File: src/rtl/control_unit.sv
// Multi-cycle RV64I control FSM: FETCH, DECODE, EXECUTE, MEMWB (+ HALT).
// Optional macro CONTROL_HALT_ON_ILLEGAL_EN: illegal opcode halts the FSM.
module control_unit #(
   parameter int INSTRET_WIDTH = 32
) (
   input  logic                     CLK,
   input  logic                     reset,
   input  logic                     run,
   input  logic [6:0]               opcode,
   output logic                     WE_RF,
   output logic                     WE_MEM,
   output logic [1:0]               RF_din_sel,
   output logic                     ULA_din2_sel,
   output logic                     load_pc,
   output logic                     load_ir,
   output logic                     pc_next_sel,
   output logic                     pc_adder_sel,
   output logic                     halted,
   output logic [2:0]               state,
   output logic [INSTRET_WIDTH-1:0] instret
);

   localparam logic [2:0] S_FETCH   = 3'd0;
   localparam logic [2:0] S_DECODE  = 3'd1;
   localparam logic [2:0] S_EXECUTE = 3'd2;
   localparam logic [2:0] S_MEMWB   = 3'd3;
   localparam logic [2:0] S_HALT    = 3'd7;

   localparam logic [6:0] OP_R      = 7'b0110011;
   localparam logic [6:0] OP_R32    = 7'b0111011;
   localparam logic [6:0] OP_IMM    = 7'b0010011;
   localparam logic [6:0] OP_IMM32  = 7'b0011011;
   localparam logic [6:0] OP_LUI    = 7'b0110111;
   localparam logic [6:0] OP_AUIPC  = 7'b0010111;
   localparam logic [6:0] OP_STORE  = 7'b0100011;
   localparam logic [6:0] OP_LOAD   = 7'b0000011;
   localparam logic [6:0] OP_BRANCH = 7'b1100011;
   localparam logic [6:0] OP_JAL    = 7'b1101111;
   localparam logic [6:0] OP_JALR   = 7'b1100111;

   logic [2:0]               state_q, state_d;
   logic [INSTRET_WIDTH-1:0] instret_q, instret_d;

   logic       legal;
   logic       we_rf_c, we_mem_c, din2_c, ld_pc_c, ld_ir_c;
   logic       pcn_c, pca_c;
   logic [1:0] rfs_c;

   always_comb begin
      legal = 1'b0;
      case (opcode)
         OP_R, OP_R32, OP_IMM, OP_IMM32, OP_LUI, OP_AUIPC,
         OP_STORE, OP_LOAD, OP_BRANCH, OP_JAL, OP_JALR:
            legal = 1'b1;
         default: legal = 1'b0;
      endcase
   end

   always_comb begin
      we_rf_c  = 1'b0;
      we_mem_c = 1'b0;
      rfs_c    = 2'b00;
      din2_c   = 1'b0;
      ld_pc_c  = 1'b0;
      ld_ir_c  = 1'b0;
      pcn_c    = 1'b0;
      pca_c    = 1'b0;
      state_d  = S_FETCH;
      case (state_q)
         S_FETCH: begin
            ld_ir_c = run;
            state_d = run ? S_DECODE : S_FETCH;
         end
         S_DECODE: begin
`ifdef CONTROL_HALT_ON_ILLEGAL_EN
            state_d = legal ? S_EXECUTE : S_HALT;
`else
            state_d = S_EXECUTE;
`endif
         end
         S_EXECUTE: begin
            ld_pc_c = 1'b1;
            state_d = S_FETCH;
            case (opcode)
               OP_R, OP_R32: begin
                  we_rf_c = 1'b1;
                  rfs_c   = 2'b01;
               end
               OP_IMM, OP_IMM32, OP_LUI: begin
                  we_rf_c = 1'b1;
                  rfs_c   = 2'b01;
                  din2_c  = 1'b1;
               end
               OP_AUIPC: begin
                  we_rf_c = 1'b1;
                  rfs_c   = 2'b11;
               end
               OP_STORE: begin
                  we_mem_c = 1'b1;
                  din2_c   = 1'b1;
               end
               // Address computed now, write-back happens in MEMWB.
               OP_LOAD: begin
                  din2_c  = 1'b1;
                  ld_pc_c = 1'b0;
                  state_d = S_MEMWB;
               end
               OP_BRANCH: begin
                  pcn_c = 1'b1;
               end
               OP_JAL: begin
                  we_rf_c = 1'b1;
                  rfs_c   = 2'b10;
                  pcn_c   = 1'b1;
               end
               OP_JALR: begin
                  we_rf_c = 1'b1;
                  rfs_c   = 2'b10;
                  pcn_c   = 1'b1;
                  pca_c   = 1'b1;
                  din2_c  = 1'b1;
               end
               default: ;
            endcase
         end
         S_MEMWB: begin
            we_rf_c = 1'b1;
            rfs_c   = 2'b00;
            din2_c  = 1'b1;
            ld_pc_c = 1'b1;
            state_d = S_FETCH;
         end
`ifdef CONTROL_HALT_ON_ILLEGAL_EN
         S_HALT: state_d = S_HALT;
`endif
         default: state_d = S_FETCH;
      endcase
   end

   // Reset overrides every strobe in the same cycle it is seen.
   always_comb begin
      WE_RF        = we_rf_c  & ~reset;
      WE_MEM       = we_mem_c & ~reset;
      RF_din_sel   = reset ? 2'b00 : rfs_c;
      ULA_din2_sel = din2_c   & ~reset;
      load_pc      = ld_pc_c  & ~reset;
      load_ir      = ld_ir_c  & ~reset;
      pc_next_sel  = pcn_c    & ~reset;
      pc_adder_sel = pca_c    & ~reset;
      state        = reset ? S_FETCH : state_q;
   end

`ifdef CONTROL_HALT_ON_ILLEGAL_EN
   assign halted = (state_q == S_HALT) & ~reset;
`else
   assign halted = 1'b0;
`endif

   assign instret_d = instret_q + {{(INSTRET_WIDTH-1){1'b0}}, load_pc};
   assign instret   = instret_q;

   always_ff @(posedge CLK) begin
      if (reset) begin
         state_q   <= S_FETCH;
         instret_q <= '0;
      end else begin
         state_q   <= state_d;
         instret_q <= instret_d;
      end
   end

   logic unused_legal;
   assign unused_legal = legal;

endmodule

File: config.mk
export PLATFORM = sky130hd
export DESIGN_NAME = control_unit
export DESIGN_NICKNAME = d
export VERILOG_FILES = /design/src/rtl/control_unit.sv
export SDC_FILE = /design/constraint.sdc
export NUM_CORES = 1
export LEC_CHECK = 0
export CORE_UTILIZATION = 51
export DETAILED_ROUTE_END_ITERATION = 8
export PLACE_DENSITY = 0.85
export SETUP_SLACK_MARGIN = 0.15
export SKIP_CTS_REPAIR_TIMING = 1
export SLEW_MARGIN = 0
export SYNTH_ARGS = -nofsm -noshare
export SYNTH_HDL_FRONTEND = slang
export SYNTH_SLANG_ARGS = --single-unit
File: constraint.sdc
create_clock -name CLK -period 8.5 [get_ports CLK]
set_input_delay 1.275 -clock CLK [delete_from_list [all_inputs] [get_ports CLK]]
set_output_delay 1.275 -clock CLK [all_outputs]
set_load 0.01 [all_outputs]
==> results of run 1 <==
==> worst max path at each step <==
| stage | cells past startpoint | slack [ns] | endpoint | startpoint |
|---|---|---|---|---|
| CTS | 5 | 3.84 | load_pc | opcode[3] |
| floorplan | 11 | 4.61 | instret[30] | opcode[3] |
| global route | 6 | 3.74 | pc_next_sel | reset |
| finish | 5 | 3.85 | load_pc | opcode[3] |
| detailed placement | 6 | 3.84 | pc_next_sel | reset |
| global placement | 6 | 3.86 | pc_adder_sel | reset |
==> synth_stat cells, drive strengths merged, types with 3 or more instances <==
cell	instances	area (sq um)
a21oi	14	70.1
and4	7	62.6
buf	8	76.3
clkbuf	5	18.8
dfxtp	34	681
inv	5	18.8
mux2	8	90.1
nand2	11	41.3
nand3	14	75.1
nand4	10	62.6
nand4b	3	26.3
nor2	26	97.6
nor2b	11	68.8
nor3	10	50.1
nor4	8	62.6
o21ai	3	15.0
o31ai	6	45.0
o41ai	3	26.3
or3	3	20.0
or4	8	63.8
xnor2	3	26.3
xor2	8	70.1
==> power groups by stage <==
| stage | registers, mW | logic, mW | clock network, mW |
|---|---|---|---|
| finish | 0.161 | 0.0171 | 0.116 |
| global route | 0.161 | 0.0190 | 0.124 |
| CTS | 0.161 | 0.0171 | 0.118 |
| detailed placement | 0.164 | 0.0170 | 0 |
| global placement | 0.164 | 0.0169 | 0 |
| floorplan | 0.164 | 0.00969 | 0 |
==> cells by family after synthesis <==
kind of cell,after synthesis,share of synthesized area (%)
XOR/XNOR,11,5.13
adder cells (fa/ha/maj),2,1.33
multiplexers,9,5.33
AO/OA/AOI/OAI,29,9.65
other,1,0.200
buffers and inverters,18,6.06
flip-flops,34,36.2
AND/OR/NAND/NOR,118,36.1
==> cell type report <==
class	count	area, sq um	share of cell area (%)
multi-input combinational	171	1090	44.3
inverter	5	18.8	0.764
sequential	34	681	27.7
timing repair buffer	53	528	21.5
clock buffer	6	82.6	3.36
tap	46	57.6	2.34
==> worst max-delay path, cell delays in order <==
cell and delay, ns:
clkdlybuf4s50_1 0.49, or4_1 0.58, nor4_1 0.39, nor2_1 0.13
clkdlybuf4s50_1 0.51
==> flip-flops by register name, summed over array words and instances (netlist names) <==
signal	count
state_q	2
instret	32
==> per-layer routing <==
layer | up-vias | global-route usage (%) | part of all wire, % | wire, um
met5 | - | 0 | 0 | 0
li1 | 906 | - | - | -
met1 | 824 | 27.1 | 45 | 1830
met4 | 0 | 9.30 | 0.66 | 27
met3 | 2 | 7.12 | 7.4 | 303
met2 | 65 | 37.5 | 47 | 1920
==> per-stage QoR <==
| stage | cells | power, mW | hold slack [ns] | utilization (%) | worst slack [ns] |
|---|---|---|---|---|---|
| 5_1_grt | 315 | 0.304 | 0.550 | 71.4 | 3.74 |
| 3_5_place_dp | 309 | 0.182 | 0.505 | 69.0 | 3.84 |
| 6_report | 315 | 0.294 | 0.511 | 71.4 | 3.85 |
| 4_1_cts | 315 | 0.296 | 0.513 | 71.4 | 3.84 |
| 2_1_floorplan | 223 | 0.174 | 0.511 | - | 4.61 |
| 3_3_place_gp | 309 | 0.181 | 0.497 | 69.0 | 3.86 |
==> out/metrics.cfg, run 1 <==
[timing]
skew_ns = 0.00318
setup_viol_count_final = 0
tns_ns = 0
worst_slew_pin_slew_ns = 0.752
post-route-period-util_pct = 54.8
maxSlewViolCount = 0
rsz0062_at_grt = no
relSlewSlack_pct = 49.7
timing.final.crit_period_ns = 4.65
timing.fmax_ghz = 0.215
hold_violations = 0

[floorplanning]
die_area_sq_um = 3930
rows = 21
die-height_um = 62.7
initial_utilization_pct = 54.6
core-area_sq_um = 3440
ioPinCount = 55
dieWidth_um = 62.7

[power]
clkPwrFrac_pct = 39.4
power.static_leakage_nw = 0.789
p_seq_share_pct = 54.8
p_switching_mw = 0.0631
powerDensity_nw_per_um2 = 120
swShare_pct = 21.5
vdd_ir_drop_max_mv = 0.0726
internal_power_mw = 0.231
comb_power_share_pct = 5.8

[placed_design]
port_buffers = 52
hpwlAfterDp_mm = 2.76
dpl-instance-area_sq_um = 2370
place.gp.congestion = 0.815

[min_path]
hold_depth = 2
hold_class = reg -> reg
hold_start = instret[19]
min_to = instret[19]

[setup_path]
critical_path.startpoint_type = input port
cp.arrival_ns = 3.38
path_max_fanout = 6
critPathKind = in -> out
required_ns = 7.22
rr_worst_depth = 8
end_kind = primary output
r2r_setup_slack_ns = 5.65
r2r-start = state_q[0]
regToRegEndpoint = instret[30]

[synth]
synth_area_sq_um = 1880
synth-async-reset-ratio_pct = 0
synth_edf_count = 0
yosys_most_used_dff = dfxtp_1
synth.avg_cell_area_sq_um = 8.47
yosys_warnings = 0
yosysSeqAreaShare_pct = 36.2
synth_cell_types = 40
ys_ff_latch = 34
netlist_instances = 222

[cts]
path_clk_slew_ns = 0.06
cts_buffer_depth = 2
root_buffer = clkbuf_8
cts_buffers = 5
tritoncts = built
clock_latency_ns = 0.28
ctsHtreeMaxLevel = 2
cts_num_sinks = 34

[route]
avgViaCountPerCell = 5.70
drc = 0
antenna_left = 0
routed_wl_mm = 4.08
wire_per_inst_um = 12.9
dr.pass1.iters = 6
drt_iter0_markers = 97
vias = 1797

[global_route]
antenna_found_initial = 0
grt_overflow = 0
grt_pass1_vias = 1664
grt_pass1_wl_mm = 7.27
grt_max_degree = 45
grt_usage_pct = 22.7

[cells_and_area]
mostFrequentLayoutCell = clkdlybuf4s50_1
layout_common_cells = clkdlybuf4s50_1, dfxtp_1, nor2_1, a21oi_1, nand3_1
drive_gt1_share_pct = 7.81
syn_to_final_growth_pct = 30.7
final_area_sq_um = 2460
n_antenna_cell = 0
fill_cells = 284
nNetsFinal = 282

[job]
max_cap_violations = 0

[status]
status = finished clean

Note: power is estimated with default switching activity, not from simulation.
==> run 2: changes to the inputs <==
Settings changed: CORE_UTILIZATION 51 to 43, PLACE_DENSITY 0.85 to 0.77.
Clock period 8.5 ns to 4.1 ns, I/O delays scaled along.
==> out/metrics.cfg, run 2 (same netlist as run 1, synthesis figures left out) <==
[timing]
hold_violations = 0  ; unchanged
skew_ns = 0.00847  ; +0.00530 ns
setup_ws_ns = 0.632  ; -3.21 ns
fin_hold_ws_ns = 0.520  ; +0.00893 ns
relSlewSlack_pct = 47.8  ; -1.9 points
tns_ns = 0  ; unchanged
setup_viol_count_final = 0  ; unchanged
timing.fmax_ghz = 0.288
worst_slew_pin_slew_ns = 0.780  ; +0.0286 ns
timing.final.crit_period_ns = 3.47
post-route-period-util_pct = 84.6
rsz0062_at_grt = no
maxSlewViolCount = 0  ; unchanged

[power]
total_power_mw = 0.686  ; +130%
powerDensity_nw_per_um2 = 276  ; +130%
power.static_leakage_nw = 0.803  ; +1.8%
vdd_ir_drop_max_mv = 0.206  ; +180%

[route]
dr.pass1.iters = 4  ; -2
drc = 0  ; unchanged
routed_wl_mm = 4.21  ; +3.2%
antenna_left = 0  ; unchanged
vias = 1793  ; -0.22%
wire_per_inst_um = 13.2  ; +1.6%
avgViaCountPerCell = 5.60  ; -1.8%
drt_iter0_markers = 135  ; +39%

[placed_design]
preCtsSetupSlack_ns = 0.368  ; -3.47 ns
place.gp.congestion = 0.820  ; +0.64%
place_inst = 313  ; +1.3%
hpwlAfterDp_mm = 2.86  ; +3.7%
dpl-instance-area_sq_um = 2380  ; +0.21%
port_buffers = 52  ; unchanged

[floorplanning]
initial_utilization_pct = 46.0  ; -8.6 points
die_area_sq_um = 4640  ; +18%
die-height_um = 68.1  ; +8.6%
dieWidth_um = 68.1  ; +8.6%
core-area_sq_um = 4090  ; +19%
rows = 23  ; +9.5%
ioPinCount = 55  ; unchanged

[cells_and_area]
nNetsFinal = 282  ; unchanged
mostFrequentLayoutCell = clkdlybuf4s50_1
largest_register_ffs = 32  ; unchanged
final_area_sq_um = 2490  ; +1.4%
drive_gt1_share_pct = 8.15  ; +0.34 points
final_util_pct = 61.0  ; -10 points
layout_common_cells = clkdlybuf4s50_1, dfxtp_1, nor2_1, a21oi_1, nand3_1
n_antenna_cell = 0  ; unchanged
syn_to_final_growth_pct = 32.6
final_cells = 320  ; +1.6%

[global_route]
grt_pass1_wl_mm = 6.76  ; -7.1%
antenna_found_initial = 0  ; unchanged
grt_overflow = 0  ; unchanged
met2_usage_pct = 29.9  ; -7.6 points
grt_usage_pct = 19.1  ; -3.6 points
grt_use_met1_pct = 24.7  ; -2.4 points
top_usage_layer = met2
grt_max_degree = 44  ; -2.2%
met3_usage_pct = 6.00  ; -1.1 points
grt_pass1_vias = 1536  ; -7.7%

[setup_path]
timing.critical_path.buf_inv = 1  ; -1
crit_chain = clkdlybuf4s50_1 -> or4_1 -> nor4_1 -> nor2_1 -> ha_1 -> ha_1 -> and4_2 -> nand3_1 -> nor4_1 -> mux2_2
critPathKind = in -> reg
r2r_setup_slack_ns = 1.39  ; -4.26 ns
worst_path_largest_cell_delay_ns = 0.57  ; about the same
regToRegEndpoint = instret[30]
rr_worst_depth = 8  ; unchanged
critical_path.endpoint = instret[30]
r2r-start = state_q[0]
critical_path.startpoint_type = input port
cp.arrival_ns = 3.64  ; +0.26 ns
cp_slowest_cell = or4_1
path_delay_family = simple AND/OR/NAND/NOR gates
cp_num_cells = 10  ; +5
end_kind = register
startpoint = opcode[3]
path_max_fanout = 11  ; +5
required_ns = 4.27  ; -2.95 ns

[cts]
ctsHtreeMaxLevel = 2  ; unchanged
cts_buffers = 5  ; unchanged
root_buffer = clkbuf_8
cts_num_sinks = 34  ; unchanged
cts_buffer_depth = 2  ; unchanged
path_clk_slew_ns = 0.07  ; about the same
tritoncts = built
clock_latency_ns = 0.29  ; about the same

[min_path]
hold_class = reg -> reg

[status]
status = finished clean

[job]
max_cap_violations = 0  ; unchanged

run 2: worst min-delay path, cell delays in order, from the launching register on:
cell and delay, ns:
dfxtp_1 0.34, o31ai_1 0.07, a21oi_1 0.06
run 2: cell type report:
| type | count | area [sq um] |
|---|---|---|
| timing repair buffer | 53 | 528 |
| multi-input combinational | 171 | 1090 |
| fill | 374 | 1600 |
| sequential | 34 | 681 |
| tap | 50 | 62.6 |
| inverter | 5 | 18.8 |
| clock buffer | 6 | 82.6 |
| clock inverter | 1 | 30.0 |
run 2: metal layers:
metal	vias to the layer above	wire length (um)	part of all wire, %
li1	906	-	-
met1	822	2010	48
met2	60	1880	45
met3	5	274	6.5
met4	0	45	1.1
met5	-	0	0
run 2: worst min-delay path by stage:
| stage | start | end | slack, ns | depth (start not counted) |
|---|---|---|---|---|
| after floorplan | instret[22] | instret[22] | 0.51 | 2 |
| after global placement | instret[19] | instret[19] | 0.50 | 2 |
| after detailed placement | instret[22] | instret[22] | 0.50 | 2 |
| after CTS | instret[22] | instret[22] | 0.51 | 2 |
| after global routing | instret[22] | instret[22] | 0.54 | 2 |
| final | instret[19] | instret[19] | 0.52 | 2 |
run 2: power breakdown:
part / leakage, nW / switching, mW / internal (mW)
sequential: 0.274 / 0.00209 / 0.331
combinational: 0.472 / 0.0185 / 0.0172
clock: 0.0573 / 0.123 / 0.195
